### src/rtl/regfile_wb_sched.sv
// Write-back scheduler: arbitrates two write requesters onto one registered
// register-file write port and tracks pending writes per destination register.
module regfile_wb_sched #(
  parameter int DW = 32,
  parameter int AW = 5
) (
  input  logic          aclk,
  input  logic          areset,
  input  logic          wb0_valid,
  output logic          wb0_ready,
  input  logic [AW-1:0] wb0_rd,
  input  logic [DW-1:0] wb0_data,
  input  logic          wb1_valid,
  output logic          wb1_ready,
  input  logic [AW-1:0] wb1_rd,
  input  logic [DW-1:0] wb1_data,
  output logic          regWriteEn,
  output logic [AW-1:0] rd_wb,
  output logic [DW-1:0] regWriteData,
  input  logic          rsv_valid,
  output logic          rsv_ready,
  input  logic [AW-1:0] rsv_rd,
  input  logic [AW-1:0] q_rj,
  input  logic [AW-1:0] q_rk,
  input  logic [AW-1:0] q_rd,
  output logic          busy_rj,
  output logic          busy_rk,
  output logic          busy_rd,
  output logic          err_underflow
);

  localparam int NREG = 2 ** AW;

  logic          lastGrant_q, lastGrant_d;
  logic          wrEn_q, wrEn_d;
  logic [AW-1:0] wrRd_q, wrRd_d;
  logic [DW-1:0] wrData_q, wrData_d;
  logic          underflow_q, underflow_d;
  logic [1:0]    cnt_q [NREG];
  logic [1:0]    cnt_d [NREG];

  logic          hsValid;
  logic [AW-1:0] hsRd;
  logic [DW-1:0] hsData;
  logic          rsvFire;
  logic          relFire;

  // lastGrant_q == 1 means requester 1 won the most recent handshake,
  // so requester 0 has priority on the next contention.
  always_comb begin
    wb0_ready   = wb0_valid & (~wb1_valid | lastGrant_q);
    wb1_ready   = wb1_valid & ~wb0_ready;
    hsValid     = wb0_ready | wb1_ready;
    hsRd        = wb0_ready ? wb0_rd : wb1_rd;
    hsData      = wb0_ready ? wb0_data : wb1_data;
    lastGrant_d = hsValid ? wb1_ready : lastGrant_q;
  end

  assign rsv_ready = (rsv_rd == '0) || (cnt_q[rsv_rd] != 2'd3);
  assign rsvFire   = rsv_valid & rsv_ready & (rsv_rd != '0);
  assign relFire   = hsValid & (hsRd != '0);

  // A reserve and a release hitting the same register cancel out; r0 never
  // sees either because both fire signals exclude index 0.
  always_comb begin
    for (int r = 0; r < NREG; r++) begin
      cnt_d[r] = cnt_q[r];
      if (rsvFire && (rsv_rd == AW'(r)) && !(relFire && (hsRd == AW'(r)))) begin
        cnt_d[r] = cnt_q[r] + 2'd1;
      end else if (relFire && (hsRd == AW'(r)) && !(rsvFire && (rsv_rd == AW'(r)))
                   && (cnt_q[r] != 2'd0)) begin
        cnt_d[r] = cnt_q[r] - 2'd1;
      end
    end
    underflow_d = underflow_q
                | (relFire && (cnt_q[hsRd] == 2'd0) && !(rsvFire && (rsv_rd == hsRd)));
    wrEn_d      = relFire;
    wrRd_d      = hsValid ? hsRd : wrRd_q;
    wrData_d    = hsValid ? hsData : wrData_q;
  end

  always_ff @(posedge aclk or posedge areset) begin
    if (areset) begin
      lastGrant_q <= 1'b1;
      wrEn_q      <= 1'b0;
      wrRd_q      <= '0;
      wrData_q    <= '0;
      underflow_q <= 1'b0;
      for (int r = 0; r < NREG; r++) begin
        cnt_q[r] <= 2'd0;
      end
    end else begin
      lastGrant_q <= lastGrant_d;
      wrEn_q      <= wrEn_d;
      wrRd_q      <= wrRd_d;
      wrData_q    <= wrData_d;
      underflow_q <= underflow_d;
      for (int r = 0; r < NREG; r++) begin
        cnt_q[r] <= cnt_d[r];
      end
    end
  end

  assign regWriteEn    = wrEn_q;
  assign rd_wb         = wrRd_q;
  assign regWriteData  = wrData_q;
  assign err_underflow = underflow_q;

  assign busy_rj = (q_rj != '0) && (cnt_q[q_rj] != 2'd0);
  assign busy_rk = (q_rk != '0) && (cnt_q[q_rk] != 2'd0);
  assign busy_rd = (q_rd != '0) && (cnt_q[q_rd] != 2'd0);

endmodule
### config.mk
export PLATFORM = sky130hd
export DESIGN_NAME = regfile_wb_sched
export DESIGN_NICKNAME = d
export VERILOG_FILES = /design/src/rtl/regfile_wb_sched.sv
export SDC_FILE = /design/constraint.sdc
export NUM_CORES = 1
export LEC_CHECK = 0
export CAP_MARGIN = 5
export CORE_UTILIZATION = 52
export CTS_CLUSTER_SIZE = 10
export DETAILED_ROUTE_END_ITERATION = 16
export GPL_TIMING_DRIVEN = 0
export MAX_ROUTING_LAYER = met4
export PLACE_DENSITY = 0.92
export REMOVE_ABC_BUFFERS = 1
export SLEW_MARGIN = 20
export SYNTH_ARGS = -nofsm -noshare
export SYNTH_HDL_FRONTEND = slang
export SYNTH_SLANG_ARGS = --single-unit
### constraint.sdc
create_clock -name aclk -period 3.7 [get_ports aclk]
set_input_delay 0.74 -clock aclk [delete_from_list [all_inputs] [get_ports aclk]]
set_output_delay 0.74 -clock aclk [all_outputs]
set_load 0.01 [all_outputs]
==> results of run 1 <==
-- metal layers --
layer	share of wire, %	up-vias
li1	-	2958
met1	38	3248
met2	47	460
met3	9.8	125
met4	4.9	0
met5	0	-
-- flip-flops by register name, indices dropped and copies added (netlist names) --
register,cells
rd_wb,5
err_underflow,1
lastGrant_q,1
regWriteEn,1
cnt_q,64
regWriteData,32
-- placed cells by master (no fill, tap or decap), types with 28 or more instances in the layout --
cell type        instances
a22oi_1                 37
nor3_1                  42
o21a_1                  49
nor2_1                  92
clkdlybuf4s50_1        133
inv_1                   28
mux4_2                  46
dfrtp_1                103
nand2_1                 77
o21ai_0                 56
-- worst max-delay path by stage --
stage,from,end,slack (ps)
after detailed placement,rsv_rd[1],rsv_ready,-870
final,rsv_rd[3],rsv_ready,60
after CTS,rsv_rd[0],rsv_ready,20
after global routing,rsv_rd[3],rsv_ready,20
after global placement,wb0_valid,wb1_ready,-2010
after floorplan,areset,cnt_q[0]$_DFFE_PP0P_,230
-- logic make-up (layout without fill, tap and decap cells) --
family | count (synthesis) | in the layout | share of synthesized area (%)
AND/OR/NAND/NOR | 280 | 281 | 18.6
AO/OA/AOI/OAI | 212 | 212 | 20.5
XOR/XNOR | 7 | 7 | 0.882
multiplexers | 66 | 66 | 18.1
buffers and inverters | 74 | 194 | 4.54
flip-flops | 104 | 104 | 37.5
-- worst reg2reg max path: stages, from the launching register on --
cell and delay, ps:
dfstp_2 530, nand2b_1 130, nand2_2 190, inv_6 370, mux2_2 530, nand4_1 410, nor2_1 290, nor3_1 110
a211oi_1 280, nor2_1 70
-- layout make-up --
type                            count  area [µm²]
Tap cell                          172         215
Clock buffer                       10         239
Timing Repair Buffer              148        1500
Fill cell                         916        3980
Inverter                           30         123
Multi-Input combinational cell    566        4120
Sequential cell                   104        2600
Clock inverter                      6        48.8
-- stage by stage --
stage	std cells	utilization (%)	setup WS [ps]	power, mW	instance area [µm²]
4_1_cts	1034	68.5	21.5	3.91	8790
5_1_grt	1036	69.0	16.3	4.16	8840
3_5_place_dp	1016	66.1	-869	2.97	8470
6_report	1036	69.0	60.3	3.95	8840
2_1_floorplan	699	-	229	2.42	6750
3_3_place_gp	1014	65.5	-2010	2.90	8400
-- where the power goes --
part           switching [mW]  internal [mW]
clock                   0.460          0.484
sequential              0.315           1.40
combinational           0.633          0.660
total                    1.41           2.55
-- repair_timing --
| item | 4_1_cts | 5_1_grt |
|---|---|---|
| setup buffers | 1 | 2 |
| pin swaps | 1 | 0 |
| resized for setup | 25 | 15 |
| setup endpoints to repair | 61 | 51 |
| cloned | 1 | 0 |
==> impl_metrics.py, run 1 <==
metrics = {
    "logic_synthesis": {
        "postSynthAreaPerCell_um2": 9.36,
        "synthArstFlopShare_pct": 100,
        "netlist.area_leader.share_pct": 37.1,
        "netlist.top_cell.by_area": "dfrtp_1",
        "synth.distinct_cells": 46,
        "synth_edf_count": 0,
        "synth-seq-area-share_pct": 37.5,
        "ys_seq_elements": 104,
        "synth_area_leaders": "dfrtp_1 37%, mux4_2 15%, o21a_1 5.3%",
        "ys.flop_type": "dfrtp_1",
        "syn_inst": 743,
        "syn_area_mm2": 0.00695,
        "yosys_warnings": 0,
        "yosys-top-cells-count": "103 x dfrtp_1, 94 x nor2_1, 78 x nand2_1, 56 x o21ai_0, 49 x o21a_1",
        "post-synth-top-count-cell": "dfrtp_1",
    },
    "floorplanning": {
        "core_area_mm2": 0.0128,
        "initial_utilization_pct": 54.2,
        "rows": 41,
        "dieArea_mm2": 0.0138,
        "die_h_um": 118,
        "ios": 144,
        "die_w_um": 118,
    },
    "pwr": {
        "ir_drop_uv": 237,
        "p_per_area_mw_per_mm2": 447,
        "p_leak_nw": 3.58,
    },
    "timing": {
        "clock_skew_ps": 7.23,
        "rsz0062_at_grt": "no",
        "fin_crit_sh_pct": 98.4,
        "finalSetupViolations": 0,
        "timing.fmax_mhz": 275,
        "worst_pin_slew_ps": 768,
        "fin_tns_setup_ps": 0,
        "period_needed_ps": 3640,
        "slew-limit-headroom_pct": 48.8,
        "hold_ws_ps": 405,
        "maxSlewViolCount": 0,
        "finalHoldViolCount": 0,
    },
    "final_layout": {
        "area_growth_pct": 27.2,
        "nets": 958,
        "antenna_cells": 0,
        "drive_above_1_share_pct": 12.4,
    },
    "clock_network": {
        "cts_sinks": 104,
        "clockBufferDepth": 2,
        "cts_hold_buf": 0,
        "htree_levels": 3,
        "cts.clk_slew.worst_paths_ps": 70,
        "numCtsBuffers": 9,
        "cts-root-buf": "clkbuf_16",
        "clkLatencyLatePin_ps": 360,
        "cts_tree": "built",
    },
    "global_route": {
        "grt.total_usage_pct": 31.9,
        "grt_pass1_vias": 6532,
        "overflow": 0,
        "use_met2_pct": 48.8,
        "met3_usage_pct": 6.98,
        "antenna_found_initial": 0,
        "grt_max_degree": 67,
        "busiest_layer": "met2",
        "grtUsageMet1_pct": 40.5,
        "grt_pass1_wl_um": 33700,
    },
    "worst_setup_path": {
        "required_ps": 2960,
        "arrival_ps": 2900,
        "cp_num_buf_inv": 2,
        "r2r-start": "lastGrant_q$_DFFE_PP1N_",
        "rrSetupSlack_ps": 680,
        "cp_top_family": "buffers and inverters",
        "criticalPathCategory": "primary input to primary output",
        "reg2regPathDepth": 9,
        "r2r_end": "cnt_q[0]$_DFFE_PP0P_",
        "crit_path_top_delay_cell": "dlygate4sd2_1",
        "crit_path_end_kind": "primary output",
        "crit_chain": "dlygate4sd2_1 > nor2_1 > a22oi_1 > and3_1 > nor3_1 > mux2i_1 > clkdlybuf4s50_1",
        "start_kind": "primary input",
        "critical-path-max-stage-delay_ps": 620,
        "cp_num_cells": 7,
        "crit_path_max_fanout": 14,
    },
    "status": {
        "status": "complete, no violations",
    },
    "routing": {
        "post_drt_wl_per_cell_um": 20.3,
        "viasPerCell": 6.56,
        "ant_nets": 0,
        "drc_errors": 0,
        "drtIter0Drc": 801,
        "wl_um": 21000,
        "firstDrtPassIters": 5,
        "vias": 6791,
    },
    "job": {
        "maxCapViolCount": 0,
    },
    "place": {
        "place_hpwl_um": 14900,
        "portBuffers": 143,
        "gp_congestion": 0.966,
    },
    "worst_hold_path": {
        "min_path_type": "flop to flop",
        "hold_depth": 0,
        "min_to": "cnt_q[62]$_DFFE_PP0P_",
        "hp-start": "cnt_q[62]$_DFFE_PP0P_",
    },
}
Power figures use the tool's default switching activity.
==> inputs of run 2 (changes only) <==
Settings changed: CORE_UTILIZATION 52 to 47, PLACE_DENSITY 0.92 to 0.88.
Clock period 3.7 ns to 3 ns, I/O delays scaled along.
==> impl_metrics.py, run 2 (synthesized netlist as in run 1, its figures left out) <==
metrics = {
    "routing": {
        "drc_errors": 0,
        "firstDrtPassIters": 9,
        "wl_um": 22800,
        "viasPerCell": 6.49,
        "vias": 6982,
        "drtIter0Drc": 987,
        "ant_nets": 0,
        "post_drt_wl_per_cell_um": 21.2,
    },
    "pwr": {
        "p_switching_mw": 1.78,
        "power.clock.fraction_pct": 21.9,
        "power_frac_seq_pct": 41.3,
        "power.combinational.fraction_pct": 36.8,
        "p_per_area_mw_per_mm2": 552,
        "p_leak_nw": 3.72,
        "p_sw_share_pct": 35.3,
        "ir_drop_uv": 322,
        "p_int_mw": 3.27,
    },
    "final_layout": {
        "final_cell_mix": "128 x clkdlybuf4s50_1, 102 x dfrtp_1, 89 x nor2_1, 77 x nand2_1, 56 x o21ai_0",
        "area_growth_pct": 31.6,
        "largest_reg_flops": 64,
        "mostFrequentLayoutCell": "clkdlybuf4s50_1",
        "drive_above_1_share_pct": 16.6,
        "regMostFlops": "cnt_q",
        "utilization_pct": 63.2,
        "nets": 984,
        "fin_cells": 1075,
    },
    "floorplanning": {
        "dieArea_mm2": 0.0153,
        "die_h_um": 124,
        "core_area_mm2": 0.0145,
        "rows": 44,
        "ios": 144,
        "die_w_um": 124,
        "initial_utilization_pct": 48.0,
    },
    "worst_hold_path": {
        "hold_depth": 0,
        "min_path_type": "flop to flop",
    },
    "timing": {
        "maxSlewViolCount": 0,
        "clock_skew_ps": 11.4,
        "fin_crit_sh_pct": 99.7,
        "rsz0062_at_grt": "yes",
        "timing.fmax_mhz": 334,
        "worst_pin_slew_ps": 863,
        "slew-limit-headroom_pct": 42.3,
        "period_needed_ps": 2990,
        "finalHoldViolCount": 0,
        "finalSetupViolations": 0,
        "hold_ws_ps": 398,
    },
    "global_route": {
        "grt_max_degree": 65,
        "grt_pass1_wl_um": 35500,
        "grt_pass1_vias": 6712,
        "overflow": 0,
        "grt.total_usage_pct": 31.8,
        "antenna_found_initial": 1,
        "busiest_layer": "met2",
        "use_met2_pct": 50.3,
        "grtUsageMet1_pct": 39.5,
        "met3_usage_pct": 6.87,
    },
    "clock_network": {
        "cts_tree": "built",
        "cts_sinks": 104,
        "numCtsBuffers": 9,
        "clockBufferDepth": 2,
        "clkLatencyLatePin_ps": 360,
        "cts-root-buf": "clkbuf_16",
        "cts.clk_slew.worst_paths_ps": 70,
        "htree_levels": 3,
    },
    "place": {
        "portBuffers": 143,
        "gp_congestion": 0.899,
        "place_hpwl_um": 15500,
        "placed_cells": 1028,
    },
    "worst_setup_path": {
        "crit_path_max_fanout": 5,
        "start_kind": "flop",
        "arrival_ps": 2390,
        "criticalPathCategory": "flop to primary output",
        "crit_path_end_kind": "primary output",
        "reg2regPathDepth": 9,
        "required_ps": 2400,
    },
    "job": {
        "maxCapViolCount": 0,
    },
    "status": {
        "status": "complete, no violations",
    },
}
==> run 2: final timing paths <==
check                                            from                            to  slack, ps
min in group asynchronous                      areset  regWriteData[31]$_DFFE_PP0N_        630
worst max register to register  cnt_q[30]$_DFFE_PP0P_         cnt_q[22]$_DFFE_PP0P_        250
worst max-delay path             cnt_q[7]$_DFFE_PP0P_                       busy_rd          8
worst min-delay path            cnt_q[63]$_DFFE_PP0P_         cnt_q[63]$_DFFE_PP0P_        400
worst min register to register  cnt_q[63]$_DFFE_PP0P_         cnt_q[63]$_DFFE_PP0P_        400
max in group asynchronous                      areset         cnt_q[42]$_DFFE_PP0P_       1700
==> run 2: final cells by class <==
cell class	count	area, µm²
fillers	1103	5330
multi-input cells	566	4180
flip-flops and latches	104	2610
repair buffers	173	1710
clock buffers	13	250
well taps	184	230
inverters	30	144
clock inverters	3	17.5
repair inverters	1	8.76
diodes	1	2.50
==> run 2: metrics by stage <==
step           instance area (µm²)  TNS, ps  total power, mW  worst slack [ps]
3_3_place_gp                  8410  -339520             3.59             -2350
3_5_place_dp                  8490   -76970             3.67             -1460
5_1_grt                       9150     -348             5.31             -71.0
6_report                      9150        0             5.05              7.72
4_1_cts                       9010        0             4.91              25.7
2_1_floorplan                 6750   -34080             2.99              -331
==> run 2: timing repair <==
| action | in CTS | in global routing |
|---|---|---|
| pin swaps | 3 | 4 |
| endpoints found under the setup margin | 71 | 46 |
| hold buffers | 0 | 0 |
| cloned | 2 | 0 |
| setup buffers | 20 | 8 |
| hold endpoints to repair | 0 | 0 |
| resized for setup | 63 | 22 |
==> run 2: power groups by stage <==
stage / registers, mW / logic, mW / clock network, mW
final: 2.09 / 1.86 / 1.11
after global routing: 2.13 / 2.00 / 1.18
after CTS: 2.06 / 1.73 / 1.12
after detailed placement: 2.12 / 1.55 / 0
after global placement: 2.10 / 1.49 / 0
after floorplan: 2.05 / 0.937 / 0
==> run 2: layer usage <==
layer  up-vias  wire, µm  part of all wire (%)
met5         -         0                     0
met4         0      1200                   5.2
met3       128      2370                    10
met2       523     11000                    48
met1      3309      8230                    36
li1       3022         -                     -
==> run 2: critical path, stage by stage, from the launching register on <==
cell	delay [ps]
dfrtp_1	490
nor2_1	160
mux4_2	480
mux4_2	470
mux2i_1	150
dlygate4sd2_1	290
==> inputs of run 3 (changes only) <==
==> constraint.sdc (replaced) <==
create_clock -name aclk -period 3 [get_ports aclk]
set_input_delay 0.3 -clock aclk [delete_from_list [all_inputs] [get_ports aclk]]
set_output_delay 0.3 -clock aclk [all_outputs]
set_load 0.01 [all_outputs]
==> impl_metrics.py, run 3 (synthesized netlist as in run 1, its figures left out) <==
metrics = {
    "routing": {
        "post_drt_wl_per_cell_um": 20.6,
        "firstDrtPassIters": 7,
        "wl_um": 21700,
        "ant_nets": 0,
        "drc_errors": 0,
        "vias": 6744,
        "viasPerCell": 6.39,
        "drtIter0Drc": 740,
    },
    "timing": {
        "maxSlewViolCount": 0,
        "slew-limit-headroom_pct": 25.0,
        "fin_crit_sh_pct": 97.9,
        "rsz0062_at_grt": "yes",
        "timing.fmax_mhz": 341,
        "finalSetupViolations": 0,
        "worst_pin_slew_ps": 1120,
        "period_needed_ps": 2940,
        "clock_skew_ps": 18.3,
        "finalHoldViolCount": 0,
        "fin_tns_setup_ps": 0,
    },
    "clock_network": {
        "clockBufferDepth": 2,
        "cts_tree": "built",
        "cts_hold_buf": 0,
        "htree_levels": 3,
        "cts.clk_slew.worst_paths_ps": 70,
        "cts-root-buf": "clkbuf_16",
        "numCtsBuffers": 9,
        "cts_sinks": 104,
        "clkLatencyLatePin_ps": 360,
    },
    "final_layout": {
        "area_growth_pct": 28.5,
        "final_cell_mix": "133 x clkdlybuf4s50_1, 101 x dfrtp_1, 92 x nor2_1, 77 x nand2_1, 56 x o21ai_0",
        "regMostFlops": "cnt_q",
        "largest_reg_flops": 64,
        "final_cell_area_mm2": 0.00893,
        "nets": 965,
        "mostFrequentLayoutCell": "clkdlybuf4s50_1",
        "fillCellCount": 1157,
        "antenna_cells": 0,
        "drive_above_1_share_pct": 12.9,
    },
    "global_route": {
        "grt_pass1_wl_um": 34300,
        "grt.total_usage_pct": 30.6,
        "grt_pass1_vias": 6690,
        "overflow": 0,
        "grt_max_degree": 65,
        "antenna_found_initial": 0,
    },
    "status": {
        "status": "complete, no violations",
    },
    "floorplanning": {
        "die_h_um": 124,
        "rows": 44,
        "dieArea_mm2": 0.0153,
        "ios": 144,
        "core_area_mm2": 0.0145,
        "initial_utilization_pct": 48.0,
        "die_w_um": 124,
    },
    "worst_setup_path": {
        "start_kind": "primary input",
        "criticalPathCategory": "primary input to primary output",
        "required_ps": 2700,
        "crit_path_top_delay_cell": "clkdlybuf4s50_1",
        "cp_num_buf_inv": 2,
        "r2r-start": "lastGrant_q$_DFFE_PP1N_",
        "rrSetupSlack_ps": 80,
        "cp_top_family": "buffers and inverters",
        "arrival_ps": 2640,
        "critical-path-max-stage-delay_ps": 750,
        "crit_chain": "clkdlybuf4s50_1 > mux4_2 > mux4_2 > mux2i_1 > clkdlybuf4s50_1",
        "r2r_end": "cnt_q[26]$_DFFE_PP0P_",
        "crit_start": "q_rd[0]",
        "reg2regPathDepth": 10,
        "crit_path_end_kind": "primary output",
        "crit_path_max_fanout": 9,
    },
    "place": {
        "portBuffers": 143,
        "gp_congestion": 0.899,
        "postPlaceCellArea_mm2": 0.00849,
        "place_hpwl_um": 15500,
    },
    "pwr": {
        "p_per_area_mw_per_mm2": 546,
        "ir_drop_uv": 319,
        "p_leak_nw": 3.63,
    },
    "worst_hold_path": {
        "min_path_type": "primary input to asynchronous set/reset pin",
    },
    "job": {
        "maxCapViolCount": 0,
    },
}
==> run 3: cell count changes in the layout (fill, tap and decap cells not counted), moves of 3 or more <==
cell             delta
clkdlybuf4s50_1     +5
nor2_2              -3
nor2_1              +3
clkdlybuf4s15_2     -4
buf_4              -19
==> run 3: worst max-delay path by stage <==
stage                     slack (ps)  cells past startpoint                     to
after floorplan                  -30                      1   cnt_q[0]$_DFFE_PP0P_
after global placement         -1750                      4              wb1_ready
after detailed placement       -1010                      8  cnt_q[26]$_DFFE_PP0P_
after CTS                         30                      5                busy_rj
after global routing             -10                      9  cnt_q[39]$_DFFE_PP0P_
final                             60                      5                busy_rd
==> run 3: report_power, final <==
| group | switching, mW | internal (mW) | total, mW |
|---|---|---|---|
| Sequential | 0.396 | 1.73 | 2.13 |
| Combinational | 0.801 | 0.832 | 1.63 |
| Clock | 0.529 | 0.585 | 1.11 |
==> run 3: worst reg2reg max path, cell delays in order (launching register included) <==
cell,delay [ps]
dfstp_2,530
nand2b_1,140
nand2_2,240
bufinv_16,370
mux2i_4,280
buf_12,160
nand4_1,260
buf_4,250
o21a_1,200
or2_2,280
a21oi_1,140
==> run 3: metrics by stage <==
stage	cells	total power [mW]	util (%)	hold WS (ps)	setup WS, ps
2_1_floorplan	699	2.99	-	370	-30.5
3_3_place_gp	1026	3.59	58.1	385	-1750
3_5_place_dp	1028	3.67	58.7	387	-1010
4_1_cts	1050	4.82	61.4	335	28.1
5_1_grt	1055	5.12	61.7	357	-10.0
6_report	1055	4.87	61.7	321	64.2
==> run 3: timing repair <==
| action | in CTS | in global routing |
|---|---|---|
| pin swaps | 1 | 0 |
| gates resized for setup | 25 | 13 |
| endpoints found under the setup margin | 69 | 9 |
| gates cloned | 2 | 0 |
| buffers inserted | 4 | 5 |
==> run 3: routing by layer <==
layer	vias up	wire length, µm	part of all wire [%]	track usage, %
met1	3235	8140	38	37.9
met2	437	10600	49	47.9
met5	-	0	0	-
met3	100	1950	9.0	5.91
met4	0	1030	4.7	15.6
li1	2972	-	-	-
==> run 3: cell type report <==
type	count	area [µm²]	area share, %
Timing Repair Buffer	154	1550	17.3
Multi-Input combinational cell	566	4130	46.2
Clock buffer	13	250	2.80
Timing Repair inverter	1	8.76	0.0981
Tap cell	184	230	2.58
Inverter	30	144	1.61
Sequential cell	104	2610	29.2
Clock inverter	3	17.5	0.196
